--- src/rtl/tx_flit_queue_if.sv ---
// rtl/tx_flit_queue_if.sv - router-side flit handshake for tx_flit_queue
// Flit layout macros are defined here unless the surrounding build supplies them.
`ifndef PKTW
`define PKTW 31
`endif
`ifndef FLOWBH
`define FLOWBH 31
`endif
`ifndef FLOWBL
`define FLOWBL 30
`endif
`ifndef HEAD
`define HEAD 2'b01
`endif
`ifndef BODY
`define BODY 2'b10
`endif
`ifndef TAIL
`define TAIL 2'b11
`endif

interface tx_flit_queue_if;
  logic [`PKTW:0] out_flit;
  logic           out_valid;
  logic           out_ready;

  modport master (output out_flit, output out_valid, input out_ready);
  modport slave  (input out_flit, input out_valid, output out_ready);
endinterface

--- src/rtl/tx_flit_queue.sv ---
// rtl/tx_flit_queue.sv - packet-admission flit queue between PU transmit port and router
// Optional TXQ_STORE_FWD_EN: hold out_valid until a complete packet is queued.
`ifndef PKTW
`define PKTW 31
`endif
`ifndef FLOWBH
`define FLOWBH 31
`endif
`ifndef FLOWBL
`define FLOWBL 30
`endif
`ifndef HEAD
`define HEAD 2'b01
`endif
`ifndef BODY
`define BODY 2'b10
`endif
`ifndef TAIL
`define TAIL 2'b11
`endif

module tx_flit_queue #(
  parameter int DEPTH     = 64,
  parameter int MAX_FLITS = 34
) (
  input  logic                    clk,
  input  logic                    rst_n,
  input  logic [`PKTW:0]          in_flit,
  tx_flit_queue_if.master         tx,
  output logic [$clog2(DEPTH):0]  level,
  output logic [7:0]              drop_cnt,
  output logic                    proto_err
);
  localparam int AW = $clog2(DEPTH);
  localparam logic [AW:0] DEPTH_L = DEPTH[AW:0];
  localparam logic [AW:0] MAX_L   = MAX_FLITS[AW:0];

  typedef enum logic [1:0] {IDLE, ACCEPT, DROP} state_t;

  logic [`PKTW:0] mem [DEPTH];
  logic [AW-1:0]  wr_ptr;
  logic [AW-1:0]  rd_ptr;
  state_t         state;
  state_t         state_nxt;

  logic [`FLOWBH-`FLOWBL:0] ftype;
  logic is_head, is_body, is_tail;
  logic full, push, pop, perr_set, drop_inc;

  assign ftype   = in_flit[`FLOWBH:`FLOWBL];
  assign is_head = (ftype == `HEAD);
  assign is_body = (ftype == `BODY);
  assign is_tail = (ftype == `TAIL);
  assign full    = (level == DEPTH_L);

  assign tx.out_flit = mem[rd_ptr];
  assign pop         = tx.out_valid && tx.out_ready;

  // Admission reserves room for a worst-case packet, so an accepted packet never overflows.
  always_comb begin
    push      = 1'b0;
    perr_set  = 1'b0;
    drop_inc  = 1'b0;
    state_nxt = state;
    case (state)
      IDLE: begin
        if (is_head) begin
          if ((DEPTH_L - level) >= MAX_L) begin
            push      = 1'b1;
            state_nxt = ACCEPT;
          end else begin
            drop_inc  = 1'b1;
            state_nxt = DROP;
          end
        end else if (is_body || is_tail) begin
          perr_set = 1'b1;
        end
      end
      ACCEPT: begin
        if (is_head) begin
          perr_set = 1'b1;
        end else if (is_body || is_tail) begin
          if (full) perr_set = 1'b1;
          else      push     = 1'b1;
          if (is_tail) state_nxt = IDLE;
        end
      end
      DROP: begin
        if (is_tail) state_nxt = IDLE;
      end
      default: state_nxt = IDLE;
    endcase
  end

`ifdef TXQ_STORE_FWD_EN
  logic [AW:0] pkt_cnt;
  logic        push_tail, pop_tail;
  assign push_tail    = push && is_tail;
  assign pop_tail     = pop && (tx.out_flit[`FLOWBH:`FLOWBL] == `TAIL);
  assign tx.out_valid = (pkt_cnt != '0);
`else
  assign tx.out_valid = (level != '0);
`endif

  always_ff @(posedge clk) begin
    if (push) mem[wr_ptr] <= in_flit;
  end

  always_ff @(posedge clk or negedge rst_n) begin
    if (!rst_n) begin
      state     <= IDLE;
      wr_ptr    <= '0;
      rd_ptr    <= '0;
      level     <= '0;
      drop_cnt  <= '0;
      proto_err <= 1'b0;
`ifdef TXQ_STORE_FWD_EN
      pkt_cnt   <= '0;
`endif
    end else begin
      state <= state_nxt;
      // Power-of-two depth: pointers wrap DEPTH-1 -> 0 by natural overflow.
      if (push) wr_ptr <= wr_ptr + 1'b1;
      if (pop)  rd_ptr <= rd_ptr + 1'b1;
      if (push && !pop)      level <= level + 1'b1;
      else if (pop && !push) level <= level - 1'b1;
      if (drop_inc && (drop_cnt != 8'hFF)) drop_cnt <= drop_cnt + 1'b1;
      if (perr_set) proto_err <= 1'b1;
`ifdef TXQ_STORE_FWD_EN
      if (push_tail && !pop_tail)      pkt_cnt <= pkt_cnt + 1'b1;
      else if (pop_tail && !push_tail) pkt_cnt <= pkt_cnt - 1'b1;
`endif
    end
  end
endmodule

--- src/flat_wrapper.sv ---
// flat-port wrapper written by rule: the top's interface ports become plain ports
module tx_flit_queue_flat 
#(
  parameter int DEPTH     = 64,
  parameter int MAX_FLITS = 34
)
  (clk, rst_n, in_flit, level, drop_cnt, proto_err, tx_out_flit, tx_out_valid, tx_out_ready);
  tx_flit_queue_if tx_i ();
  input  logic clk;
  input  logic rst_n;
  input  logic [`PKTW:0] in_flit;
  output logic [$clog2(DEPTH):0] level;
  output logic [7:0] drop_cnt;
  output logic proto_err;
  output wire logic [$bits(tx_i.out_flit)-1:0] tx_out_flit;
  output wire logic [$bits(tx_i.out_valid)-1:0] tx_out_valid;
  input wire logic [$bits(tx_i.out_ready)-1:0] tx_out_ready;
  assign tx_out_flit = tx_i.out_flit;
  assign tx_out_valid = tx_i.out_valid;
  assign tx_i.out_ready = tx_out_ready;
  tx_flit_queue #(.DEPTH(DEPTH), .MAX_FLITS(MAX_FLITS)) u_core (.clk(clk), .rst_n(rst_n), .in_flit(in_flit), .tx(tx_i), .level(level), .drop_cnt(drop_cnt), .proto_err(proto_err));
endmodule
--- config.mk ---
export PLATFORM = sky130hd
export DESIGN_NAME = tx_flit_queue_flat
export DESIGN_NICKNAME = d
export VERILOG_FILES = /design/src/rtl/tx_flit_queue_if.sv /design/src/rtl/tx_flit_queue.sv /design/src/flat_wrapper.sv
export SDC_FILE = /design/constraint.sdc
export NUM_CORES = 2
export LEC_CHECK = 0
export ABC_AREA = 0
export ABC_CLOCK_PERIOD_IN_PS = 5700
export CAP_MARGIN = 20
export CELL_PAD_IN_SITES_DETAIL_PLACEMENT = 0
export CELL_PAD_IN_SITES_GLOBAL_PLACEMENT = 1
export CORE_MARGIN = 2
export CORE_UTILIZATION = 35
export CTS_BUF_LIST = sky130_fd_sc_hd__clkbuf_4 sky130_fd_sc_hd__clkbuf_8
export DETAILED_ROUTE_END_ITERATION = 8
export PLACE_DENSITY = 0.63
export SETUP_SLACK_MARGIN = 0.15
export SYNTH_ARGS = -nofsm -noshare
export SYNTH_HDL_FRONTEND = slang
export SYNTH_SLANG_ARGS = --single-unit
export TNS_END_PERCENT = 100
--- constraint.sdc ---
create_clock -name clk -period 5.7 [get_ports clk]
set_clock_uncertainty 0.1 [all_clocks]
set_input_delay 1.14 -clock clk [delete_from_list [all_inputs] [get_ports clk]]
set_output_delay 1.14 -clock clk [all_outputs]
set_load 0.01 [all_outputs]
==> parameters.txt <==
Parameter                              Value

Synthesis
  Proportion of synthesized chip area in sequential cells ... 77.73%
  Post-synthesis register bit count ... 2078
  Adder and majority gate portion of the synthesized area ... less than 1%
  Number of synthesized flops with an enable pin ... roughly 2000
  Post-synth top area cell ... sky130_fd_sc_hd__edfxtp_1
  Dominant register cell in the synthesized netlist ... sky130_fd_sc_hd__edfxtp_1
  Largest family of logic cells by synthesized area ... multiplexers
  Fraction of synthesized cell area taken by the top area cell type ... roughly 77%
  Mux contribution to synthesized area ... between 10% and 20%
  Mean Syn Cell Area ... 23.27 um^2
  Cells after synthesis ... approximately 3400
  Warnings, synthesis ... 0
  Compound-gate portion of the synthesized area ... under 10%
  Simple-gate share of the synthesized area ... 1.531%
  Largest cells by area after synthesis ... sky130_fd_sc_hd__edfxtp_1, sky130_fd_sc_hd__mux4_2, sky130_fd_sc_hd__mux2i_1
  Share of async-settable or async-resettable flops after synthesis ... roughly 1.4%
  Syn_nets ... ~3500
  Xor and xnor fraction of the mapped netlist area ... less than 1%
  Total standard cell area after synthesis ... between 80000 and 90000 um^2
  Post-synthesis cell type count ... 60

Placement
  HPWL Detailed ... 120700 um
  Buffers on Ports ... a little over 80
  Total placed cells including tap cells ... ~6500
  Routability congestion estimate from global placement ... approximately 0.78
  Placement Setup Slack ... 0.4247 ns
  Post-detailed-placement cell area ... approximately 86000 um^2

Detailed routing
  Vias after detailed routing ... slightly below 40000
  Initial DRC count ... between 4000 and 5000
  Wire length per cell after detailed routing ... 30.36 um
  WL final ... about 220000 um
  Final antenna-violating net count ... 0
  Count of unresolved DRC violations after routing ... 0
  Number of vias per cell after detailed routing ... approximately 5.4
  Detailed-routing iteration count for the pre-antenna-repair pass ... 7

Clock network
  Number of buffers created by CTS ... ~350
  CTS root buffer ... sky130_fd_sc_hd__clkbuf_8
  Reg clk slew, reported paths ... 0.06 ns
  Maximum count of clock buffers along a single path ... 4
  Number of H-tree levels ... 5
  Clock tree from TritonCTS ... built
  Hold_buf cts ... 0
  Number of sinks driven by the clock tree ... a little over 2000
  Clock latency reported for the late side of the worst-skew pair ... 1.07 ns

Die
  Starting density of the core ... a little over a third
  Floorplan core area ... 227500 um^2
  Number of top-level pins ... between 80 and 90
  Area of the die ... approximately 230000 um^2
  Horizontal die dimension ... 482.4 um
  Placement Rows ... approximately 180
  Chip height ... 482.4 um

Worst setup path
  Setup Crit Path Kind ... flip-flop to output port
  Critical Path Sink Type ... output port
  Maximum fanout along the worst path ... 18
  CP Buf/Inv Count ... 4
  R2R cell count ... 10
  Critical register-to-register path endpoint ... u_core.mem[7][1]
  RR Startpoint ... u_core.level[0]
  Worst setup SP type ... flip-flop
  Data arrival time of the worst path ... approximately 4.3 ns
  Reg2reg setup slack ... ~1.5 ns
  CP max-delay cell ... sky130_fd_sc_hd__mux4_2
  Chain of cells forming the critical path ... buf_4 -> buf_4 -> bufbuf_16 -> mux4_2 -> mux4_2 -> nor2_1 -> o21ai_2 -> clkdlybuf4s50_1
  Slowest Stage Delay on Critical Path ... ~0.54 ns
  Crit path from ... u_core.rd_ptr[0]
  Kind of cell adding the most delay to the critical path ... buffers and inverters
  Crit. path cell count ... 8
  Required @ worst endpoint ... approximately 4.5 ns

Global route
  Via count of the first global-routing pass ... about 40000
  Overall overflow remaining after global route ... 0
  Largest net degree at the start of global routing ... 69
  Total GRT Usage ... between 10% and 20%
  First-pass GRT wire length ... ~310000 um
  Initial antenna violation count ... 19

Finish
  Area added between synthesis and finish ... 17.07%
  Summed area of non-filler cells in the final layout ... 93760 um^2
  Fraction of final layout cells with drive strength greater than 1 ... about 36%
  Final cell count without fillers ... 7187
  Net count of the finished layout ... 3981

STA
  Portion of the clock cycle consumed by the worst path in the final layout ... a little over nine tenths
  Slew at the pin closest to its max-slew limit ... 1.141 ns
  Number of hold violations in the final report ... 0
  Worst-case setup margin in the final layout ... 0.1876 ns
  Unrepaired setup endpoints after global routing ... yes
  Setup TNS ... 0 ns
  Max-slew violation total from the final report ... 0
  Worst rel slew slack ... 23.91%
  Setup-failing EPs final ... 0
  Maximum achievable frequency ... 0.1814 GHz
  Shortest period the worst path allows ... 5.512 ns

Flow run
  Number of max-capacitance violations reported ... 0

Power
  Leak pwr ... 0.02942 uW
  Peak ir drop on the vdd network ... 0.0002892 V
  Total power after layout ... approximately 44000 uW
  Power density over cell area ... about 470 nW/um^2

Status
  Status ... complete, no violations

Min path
  Class of the tightest hold or removal check ... input port to async pin
area by class of cell:
cell class	instances	area (um^2)
multi-input combinational	1168	17530
inverter	16	62.56
tap	3009	3765
clock inverter	132	797.0
antenna	11	27.53
clock buffer	451	5638
fill	19690	133700
sequential	2078	62270
timing repair buffer	322	3671
cells in the final DEF (no fill, tap or decap), drive strengths merged, types with 7 or more instances in the layout:
cell and count:
edfxtp 2048, mux4 563, clkbuf 452, buf 265, clkinv 116, mux2i 111
nor2 74, nand2 59, a211oi 49, clkdlybuf4s50 41, a21oi 39, nor2b 38
dfrtp 30, a22oi 29, o21ai 29, nor3 28, o22ai 21, xnor2 20
nand3 18, inv 18, ha 14, mux2 12, diode 11, and3 8
bufinv 8, bufbuf 7
per-layer routing:
layer	vias up	track usage [%]	routed length, um
met4	8	6.181	6487
met1	21295	25.32	90270
li1	15747	-	-
met3	371	3.733	15720
met5	-	0	47
met2	1586	30.22	105700
cells in the mapped netlist (all sizes together) (2+ instances only):
| cell | count |
|---|---|
| nor3 | 28 |
| and4b | 2 |
| o211ai | 3 |
| nand4 | 3 |
| o41ai | 2 |
| nand2b | 2 |
| buf | 124 |
| xor2 | 2 |
| a21o | 2 |
| mux2i | 111 |
| xnor2 | 20 |
| a21oi | 39 |
| a221o | 2 |
| o31ai | 2 |
| o21ai | 29 |
| inv | 16 |
| a22oi | 29 |
| a211oi | 49 |
| a221oi | 4 |
| nand2 | 59 |
| o22ai | 21 |
| nor4 | 2 |
| nand3b | 2 |
| or2 | 3 |
| nand3 | 18 |
| mux2 | 12 |
| edfxtp | 2048 |
| a211o | 2 |
| or3b | 2 |
| nor2b | 38 |
| and3 | 8 |
| a31oi | 3 |
| mux4 | 563 |
| and2 | 3 |
| ha | 14 |
| nor2 | 74 |
| or3 | 6 |
| clkbuf | 56 |
| dfrtp | 30 |
| a2111oi | 2 |
sequential cells by signal, summed over array words and instances, names as in the netlist:
signal            cells
u_core.mem         2048
u_core.level          7
u_core.proto_err      1
u_core.drop_cnt       8
u_core.wr_ptr         6
u_core.rd_ptr         6
u_core.state          2
report_power, final:
| part | internal (uW) | switching (uW) |
|---|---|---|
| Clock | 6770 | 5770 |
| Combinational | 6480 | 7530 |
| Sequential | 17200 | 319 |
| Total | 30500 | 13600 |
per-stage QoR:
| step | hold WS, ns | util, % |
|---|---|---|
| after floorplan | 0.3892 | - |
| after global placement | 0.3692 | 37.81 |
| after detailed placement | 0.3726 | 37.82 |
| after CTS | 0.02865 | 40.99 |
| after global routing | 0.08471 | 41.21 |
| final | 0.09474 | 41.21 |
logic make-up (layout without fill, tap and decap cells):
| group | Yosys count | count (layout) |
|---|---|---|
| compound gates | 194 | 194 |
| xor+xnor | 22 | 22 |
| fa+ha+maj | 15 | 15 |
| buf+inv | 196 | 921 |
| flops | 2078 | 2078 |
| mux | 686 | 686 |
| other cells | 0 | 11 |
| simple gates | 251 | 251 |
worst max path at each step:
stage / endpoint
final: tx_out_flit[5]
after global routing: tx_out_flit[17]
after CTS: tx_out_flit[17]
after detailed placement: tx_out_flit[15]
after global placement: tx_out_flit[15]
after floorplan: u_core.mem[10][0]
timing repair:
action,in CTS,in global routing
pin swaps,8,3
setup endpoints to repair,32,18
cloned,8,0
gates resized for setup,77,13
setup buffers,19,0
hold endpoints to repair,0,0
No activity file was read; power rests on OpenSTA's default activity.
